==> config.mk <==
export PLATFORM = sky130hd
export DESIGN_NAME = btn_deb_counter
export DESIGN_NICKNAME = d
export VERILOG_FILES = /design/src/rtl/btn_deb_counter.sv
export SDC_FILE = /design/constraint.sdc
export NUM_CORES = 1
export LEC_CHECK = 0
export ABC_AREA = 1
export BUFFER_PORTS_ARGS = -buffer_cell sky130_fd_sc_hd__buf_4
export CORE_MARGIN = 3
export CORE_UTILIZATION = 45
export CTS_CLUSTER_DIAMETER = 150
export CTS_CLUSTER_SIZE = 10
export DETAILED_ROUTE_END_ITERATION = 8
export GPL_ROUTABILITY_DRIVEN = 0
export PLACE_DENSITY = 0.73
export SYNTH_ARGS = -nofsm -noshare
export SYNTH_HDL_FRONTEND = slang
export SYNTH_SLANG_ARGS = --single-unit
==> constraint.sdc <==
create_clock -name clk -period 2.8 [get_ports clk]
set_clock_uncertainty 0.1 [all_clocks]
set_input_delay 0.28 -clock clk [delete_from_list [all_inputs] [get_ports clk]]
set_output_delay 0.28 -clock clk [all_outputs]
set_load 0.05 [all_outputs]
==> src/rtl/btn_deb_counter.sv <==
// Debounced push-button up/down/load counter feeding the two-digit hex display.
// Latency: raw press to count update is DEB_CYCLES+3 clocks; there is no backpressure.
module btn_deb_counter #(
  parameter int DEB_CYCLES = 1000000,
  parameter int SIM_FAST   = 0
) (
  input  logic       clk,
  input  logic       rst,
  input  logic       btn_inc,
  input  logic       btn_dec,
  input  logic       btn_load,
  input  logic [7:0] sw,
  output logic [7:0] count,
  output logic       changed
);

  // SIM_FAST is reserved and folds to zero here.
  localparam logic [23:0] DEB_LAST = 24'(DEB_CYCLES - 1 + 0 * SIM_FAST);

  localparam int INC  = 0;
  localparam int DEC  = 1;
  localparam int LOAD = 2;

  logic [2:0]  raw;
  logic [2:0]  sync1;
  logic [2:0]  sync2;
  logic [2:0]  deb;
  logic [2:0]  deb_prev;
  logic [23:0] dc [3];
  logic [2:0]  pulse;
  logic [7:0]  count_nxt;

  assign raw   = {btn_load, btn_dec, btn_inc};
  assign pulse = deb & ~deb_prev;

  always_ff @(posedge clk) begin
    if (rst) begin
      sync1    <= '0;
      sync2    <= '0;
      deb      <= '0;
      deb_prev <= '0;
      for (int i = 0; i < 3; i++) dc[i] <= '0;
    end else begin
      sync1    <= raw;
      sync2    <= sync1;
      deb_prev <= deb;
      // A level must hold for DEB_CYCLES consecutive cycles; any glitch restarts it.
      for (int i = 0; i < 3; i++) begin
        if (sync2[i] == deb[i]) begin
          dc[i] <= '0;
        end else if (dc[i] == DEB_LAST) begin
          deb[i] <= sync2[i];
          dc[i]  <= '0;
        end else begin
          dc[i] <= dc[i] + 24'd1;
        end
      end
    end
  end

  always_comb begin
    count_nxt = count;
    if (pulse[LOAD]) begin
      count_nxt = sw;
    end else if (pulse[INC] && !pulse[DEC]) begin
      count_nxt = count + 8'd1;
    end else if (pulse[DEC] && !pulse[INC]) begin
      count_nxt = count - 8'd1;
    end
  end

  // Loading an equal value leaves changed low.
  always_ff @(posedge clk) begin
    if (rst) begin
      count   <= 8'h00;
      changed <= 1'b0;
    end else begin
      count   <= count_nxt;
      changed <= (count_nxt != count);
    end
  end

endmodule

==> results by group, run 1 <==
Worst hold path
  – Hold/Removal Path Class: in -> reg

Clock tree
  – Reg clk slew, reported paths: 60 ps
  – Clock root cell: clkbuf_16
  – Clock Latency Late Sink: 350 ps
  – CTS Hold Bufs: 0
  – Cts bufs inserted: 9
  – Resize count post-CTS: 0
  – CTS tree: built
  – Setup bufs post-CTS: 0
  – H-tree levels: 3
  – Buffer depth of the longest clock path: 2
  – Clock sink count: 93

Critical path
  – Crit start category: flip-flop
  – Crit. Startpoint: dc[0][0]
  – WP data arrival: 2330 ps
  – Crit Path Category: reg -> reg
  – Critical Path RT: 2920 ps
  – Worst-path fanout max: 19
  – Critical Path Sink: dc[0][19]
  – FF-to-FF End: dc[0][19]
  – Reg-to-reg startpoint: dc[0][0]
  – Register-to-register setup slack: 590 ps
  – Worst r2r path cells: 11
  – Crit end category: flip-flop

Floorplan
  – Core area: 0.01171 mm²
  – Row count: 39
  – Ports: 22
  – DIE WIDTH: 116.7 µm
  – Initial core utilization: 47.13%
  – Die Y: 116.7 µm
  – Die area: 0.01363 mm²

Power
  – Max VDD drop: 0.0004582 V
  – Power per Cell Area: 452.8 mW/mm²
  – Leakage: 2.621 nW

STA
  – Max Transition Viols Final: 0
  – Fmax: 452.0 MHz
  – Final worst path period share: 79.02%
  – Final setup fails: 0
  – Setup TNS: 0 ps
  – Final hold vios: 0
  – Unrepaired setup endpoints after global routing: false
  – Crit path time final: 2213 ps

Yosys
  – Seq/Total Area, Yosys: 46.79%
  – Synthesized cell area: 0.005519 mm²
  – Syn avg cell area: 8.213 µm²
  – Synth unique cells: 47
  – Total of warnings raised by yosys: 0
  – Asr flop ratio synth: 0%
  – Post-Syn Instances: 672
  – Post-synth top flop: edfxtp_1
  – Biggest area consumer among synthesized cells: edfxtp_1
  – Top post-synthesis cells by area: edfxtp_1 (39%), nand2_1 (9.5%), dfxtp_1 (7.6%), inv_1 (6.1%), nor2_1 (5.7%)
  – Flops & latches, synth: 93
  – Area share of the largest cell type after synthesis: 39.17%
  – EDFF count, synth: 72

Route
  – Iter 0 DRT Violations: 289
  – Via Count: 4501
  – Antenna Violating Nets Remaining: 0
  – DR DRC count: 0
  – Final wirelength: 10750 µm
  – Routed wirelength normalized by instance count: 11.74 µm
  – DR pass1 iterations: 7
  – Vias per inst: 4.914

Final layout
  – Final instance area: 0.006362 mm²
  – Most common cell after layout, fill and taps aside: nand2_1
  – Area grow syn2layout: 15.28%
  – Highest-count cells in the layout ignoring fill and taps: nand2_1 (139), inv_1 (89), nor2_1 (84)
  – Antenna diodes: 0
  – Layout cells sized above 1: 12.94%
  – Nets: 786

GRT
  – Largest net degree at the start of global routing: 21
  – First-pass GRT wire length: 18640 µm
  – Antenna violations before repair: 0
  – Grt total ovfl: 0
  – Aggregate global-route resource usage: 17.07%
  – Vias in the first global route: 4298

Placement
  – PortBufs: 21
  – Placed Area: 0.006075 mm²
  – HPWL Detailed: 8091 µm

Run
  – Max-Cap Viols: 0

Outcome
  – Status: finished, final reports clean
## power by group
| part | total, mW | switching, mW | internal (mW) |
|---|---|---|---|
| sequential | 1.58 | 0.0503 | 1.53 |
| clock | 1.17 | 0.495 | 0.674 |
| combinational | 0.127 | 0.0842 | 0.0430 |
| total | 2.88 | 0.629 | 2.25 |
## flip-flops by register name (all words and copies together) (netlist names)
name / count
deb_prev: 3
count: 8
sync1: 3
changed: 1
deb: 3
sync2: 3
dc: 72
## synth_stat cells (3+ instances only)
master,number
a21oi_1,33
dfxtp_1,21
edfxtp_1,72
ha_1,5
inv_1,89
inv_2,6
nand2_1,139
nand2_2,5
nand3_1,43
nand3_2,7
nand4_1,13
nand4_2,3
nor2_1,84
nor2_2,12
nor2_4,10
nor3_1,27
nor3_2,3
nor3b_1,10
nor3b_2,3
nor4_1,10
o211ai_1,3
o21a_1,3
o21ai_0,17
o21ai_1,4
or2_2,8
xnor2_1,5
xor2_1,12
## metrics by stage
stage	hold WS, ps	power, mW	std cells	setup WS (ps)	utilization [%]
after floorplan	287.0	1.695	743	744.7	-
after global placement	292.3	1.730	900	697.1	51.87
after detailed placement	294.0	1.737	900	586.0	51.87
after CTS	47.16	2.924	916	576.6	54.33
after global routing	72.44	2.998	916	376.1	54.33
final	60.56	2.881	916	587.5	54.33
## logic make-up after synthesis
logic type,Yosys count,synth area share (%)
other,1,0.06795
buffers and inverters,104,7.526
adder cells (fa/ha/maj),5,1.134
flip-flops,93,46.79
AND/OR/NAND/NOR,386,35.21
AO/OA/AOI/OAI,66,6.574
XOR/XNOR,17,2.698
## layout make-up
cell class	instances	area, µm²
inverters	97	367.9
multi-input cells	546	2788
flip-flops and latches	93	2582
clock inverters	4	20.02
well taps	143	178.9
fillers	1059	5349
repair buffers	21	157.7
clock buffers	12	267.8
## worst max-delay path, stage by stage, from the launching register on
cell      delay (ps)
edfxtp_1         430
ha_1             260
nand3_2          110
nor3_2            70
inv_2             60
nor2_1            30
inv_1             90
nor2_1            70
nor2_2           230
clkinv_2         310
a21oi_1          200
o21a_1           130
## per-layer routing
metal,share of wire (%),vias up,GRT usage (%)
met2,50,80,29.12
li1,-,2370,-
met3,3.9,17,4.663
met4,2.2,0,6.269
met1,44,2034,20.66
met5,0,-,0
## worst min path at each step
stage                        start       end  slack (ps)  depth (start not counted)
after floorplan            btn_inc  sync1[0]         290                          2
after global routing       btn_dec  sync1[1]          70                          3
after detailed placement  sync1[1]  sync2[1]         290                          2
final                     btn_load  sync1[2]          60                          3
after global placement    sync1[2]  sync2[2]         290                          2
after CTS                 btn_load  sync1[2]          50                          3
(Power assumes the default switching activity.)
==> inputs of run 2 (changes only) <==
==> constraint.sdc (replaced) <==
create_clock -name clk -period 2.28 [get_ports clk]
set_clock_uncertainty 0.1 [all_clocks]
set_input_delay 0.228 -clock clk [delete_from_list [all_inputs] [get_ports clk]]
set_output_delay 0.228 -clock clk [all_outputs]
set_load 0.05 [all_outputs]
==> run 2 against run 1 <==
Net effect: power up 29%; via count grew 1.7%; largest power group unchanged; cell count up 1.3%; maximum frequency up 4.1%; hold slack better by 11 ps; register-to-register slack lost 430 ps; routed wire length rose by 0.40%; critical endpoint is now dc[0][18]; utilization increased by 1.5 points; clock power up 36%; sequential share of layout area fell by 1.1 points; design area grew 2.8%.
==> results by group, run 2 (synthesized netlist as in run 1, its figures left out) <==
STA
  – Fmax: 470.7 MHz (+4.1%)
  – Hold_ws: 72.01 ps (+11.45 ps)
  – Final hold vios: 0 (unchanged)
  – Setup TNS: 0 ps (unchanged)
  – Worst-Margin Slew: 663.9 ps
  – Final setup fails: 0 (unchanged)
  – Max Transition Viols Final: 0 (unchanged)
  – Crit path time final: 2124 ps (-88.12 ps)
  – Final worst path period share: 93.18% (+14 points)
  – Setup ws final: 155.6 ps (-431.9 ps)
  – Worst slew margin: 55.27%

Clock tree
  – Cts bufs inserted: 9 (unchanged)
  – Clock sink count: 93 (unchanged)
  – Clock root cell: clkbuf_16
  – H-tree levels: 3 (unchanged)
  – Reg clk slew, reported paths: 70 ps (about the same)
  – Buffer depth of the longest clock path: 2 (unchanged)
  – Clock Latency Late Sink: 350 ps (about the same)
  – CTS tree: built

Final layout
  – Nets: 798 (+1.5%)
  – Final Util: 55.83% (+1.5 points)
  – Antenna diodes: 0 (unchanged)
  – Top Registers: dc x72, count x8
  – Largest Register: dc
  – Area grow syn2layout: 18.48%
  – Layout cells sized above 1: 14.52% (+1.6 points)
  – Highest-count cells in the layout ignoring fill and taps: nand2_1 (139), inv_1 (89), nor2_1 (83)
  – Max reg flops: 72 (unchanged)
  – Most common cell after layout, fill and taps aside: nand2_1

Route
  – Iter 0 DRT Violations: 292 (+1.0%)
  – DR pass1 iterations: 5 (-2)
  – DR DRC count: 0 (unchanged)
  – Final wirelength: 10790 µm (+0.40%)
  – Via Count: 4579 (+1.7%)
  – Routed wirelength normalized by instance count: 11.63 µm (-0.90%)
  – Antenna Violating Nets Remaining: 0 (unchanged)
  – Vias per inst: 4.934 (+0.42%)

Floorplan
  – Ports: 22 (unchanged)
  – Die area: 0.01363 mm² (unchanged)
  – Core area: 0.01171 mm² (unchanged)
  – Row count: 39 (unchanged)
  – DIE WIDTH: 116.7 µm (unchanged)
  – Initial core utilization: 47.13% (unchanged)
  – Die Y: 116.7 µm (unchanged)

Critical path
  – CP Depth: 12 (+1)
  – Worst r2r path cells: 12 (+1)
  – Max incr delay on CP: 390 ps (-40 ps)
  – FF-to-FF End: dc[0][18]
  – Critical Path, Cell by Cell: ha_2 -> nand3_2 -> nor2_4 -> nand3_2 -> nor2_2 -> nand2_1 -> nor2_2 -> nand2_1 -> nor2_2 -> nand2_1 -> o21ai_1 -> a21oi_1
  – Worst-path cell with the longest stage delay: edfxtp_1
  – Critical Path RT: 2280 ps (-640 ps)
  – Buf+Inv Stages, Crit Path: 0 (-3)
  – Critical Path Sink: dc[0][18]
  – Worst-path fanout max: 3 (-16)
  – Register-to-register setup slack: 160 ps (-430 ps)
  – Crit start category: flip-flop
  – WP data arrival: 2130 ps (-200 ps)
  – Reg-to-reg startpoint: dc[0][0]
  – Crit Path Category: reg -> reg
  – Top delay family on crit path: simple AND/OR/NAND/NOR gates
  – Crit end category: flip-flop
  – Crit. Startpoint: dc[0][0]

Placement
  – Pre-CTS WS: 75.65 ps (-510.4 ps)
  – PortBufs: 21 (unchanged)
  – HPWL Detailed: 7915 µm (-2.2%)

GRT
  – Aggregate global-route resource usage: 16.78% (-0.29 points)
  – Antenna violations before repair: 0 (unchanged)
  – Largest net degree at the start of global routing: 21 (unchanged)
  – First-pass GRT wire length: 18370 µm (-1.5%)
  – Vias in the first global route: 4236 (-1.4%)
  – Grt total ovfl: 0 (unchanged)

Power
  – Max VDD drop: 0.0004392 V (-4.1%)
  – Leakage: 2.703 nW (+3.1%)
  – Power per Cell Area: 567.2 mW/mm² (+25%)
  – Total power: 3.709 mW (+29%)

Outcome
  – Status: finished, final reports clean

Worst hold path
  – Hold/Removal Path Class: in -> reg
  – Hold path depth: 3 (unchanged)

Run
  – Max-Cap Viols: 0 (unchanged)
[run 2: per-layer routing]
metal,up-vias,track usage (%),share of wire (%)
li1,2389,-,-
met1,2075,21.36,45
met2,101,27.61,49
met3,14,3.212,4.3
met4,0,7.798,2.1
met5,-,0,0
[run 2: report_power, final]
| group | switching, mW | total [mW] | internal, mW |
|---|---|---|---|
| clock network | 0.666 | 1.59 | 0.928 |
| logic | 0.111 | 0.174 | 0.0629 |
| registers | 0.0579 | 1.94 | 1.88 |
[run 2: worst min path at each step]
stage	startpoint	endpoint
CTS	sw[2]	count[2]
finish	sw[2]	count[2]
detailed placement	sync1[0]	sync2[0]
floorplan	btn_inc	sync1[0]
global route	sw[2]	count[2]
global placement	sync1[0]	sync2[0]
[run 2: through the flow]
step                      area (µm²)  cells
final                           6539    928
after global routing            6539    928
after CTS                       6451    923
after detailed placement        6105    904
after global placement          6105    904
after floorplan                 5786    743
[run 2: layout make-up]
class | instances | area (µm²)
fill | 1062 | 5172
multi-input combinational | 547 | 2839
sequential | 93 | 2582
inverter | 97 | 376.6
clock buffer | 11 | 254.0
timing repair buffer | 31 | 240.2
tap | 143 | 178.9
clock inverter | 5 | 62.56
timing repair inverter | 1 | 5.005
[run 2: tightest hold or removal path, cell delays in order]
cell     delay [ps]
buf_4           120
nand2_1          70
a21oi_1          60
[run 2: timing repair]
action / CTS / global route
setup buffers: 0 / 3
resized for setup: 0 / 14
hold endpoints to repair: 3 / 0
endpoints found under the setup margin: 0 / 37
hold buffers: 3 / 0
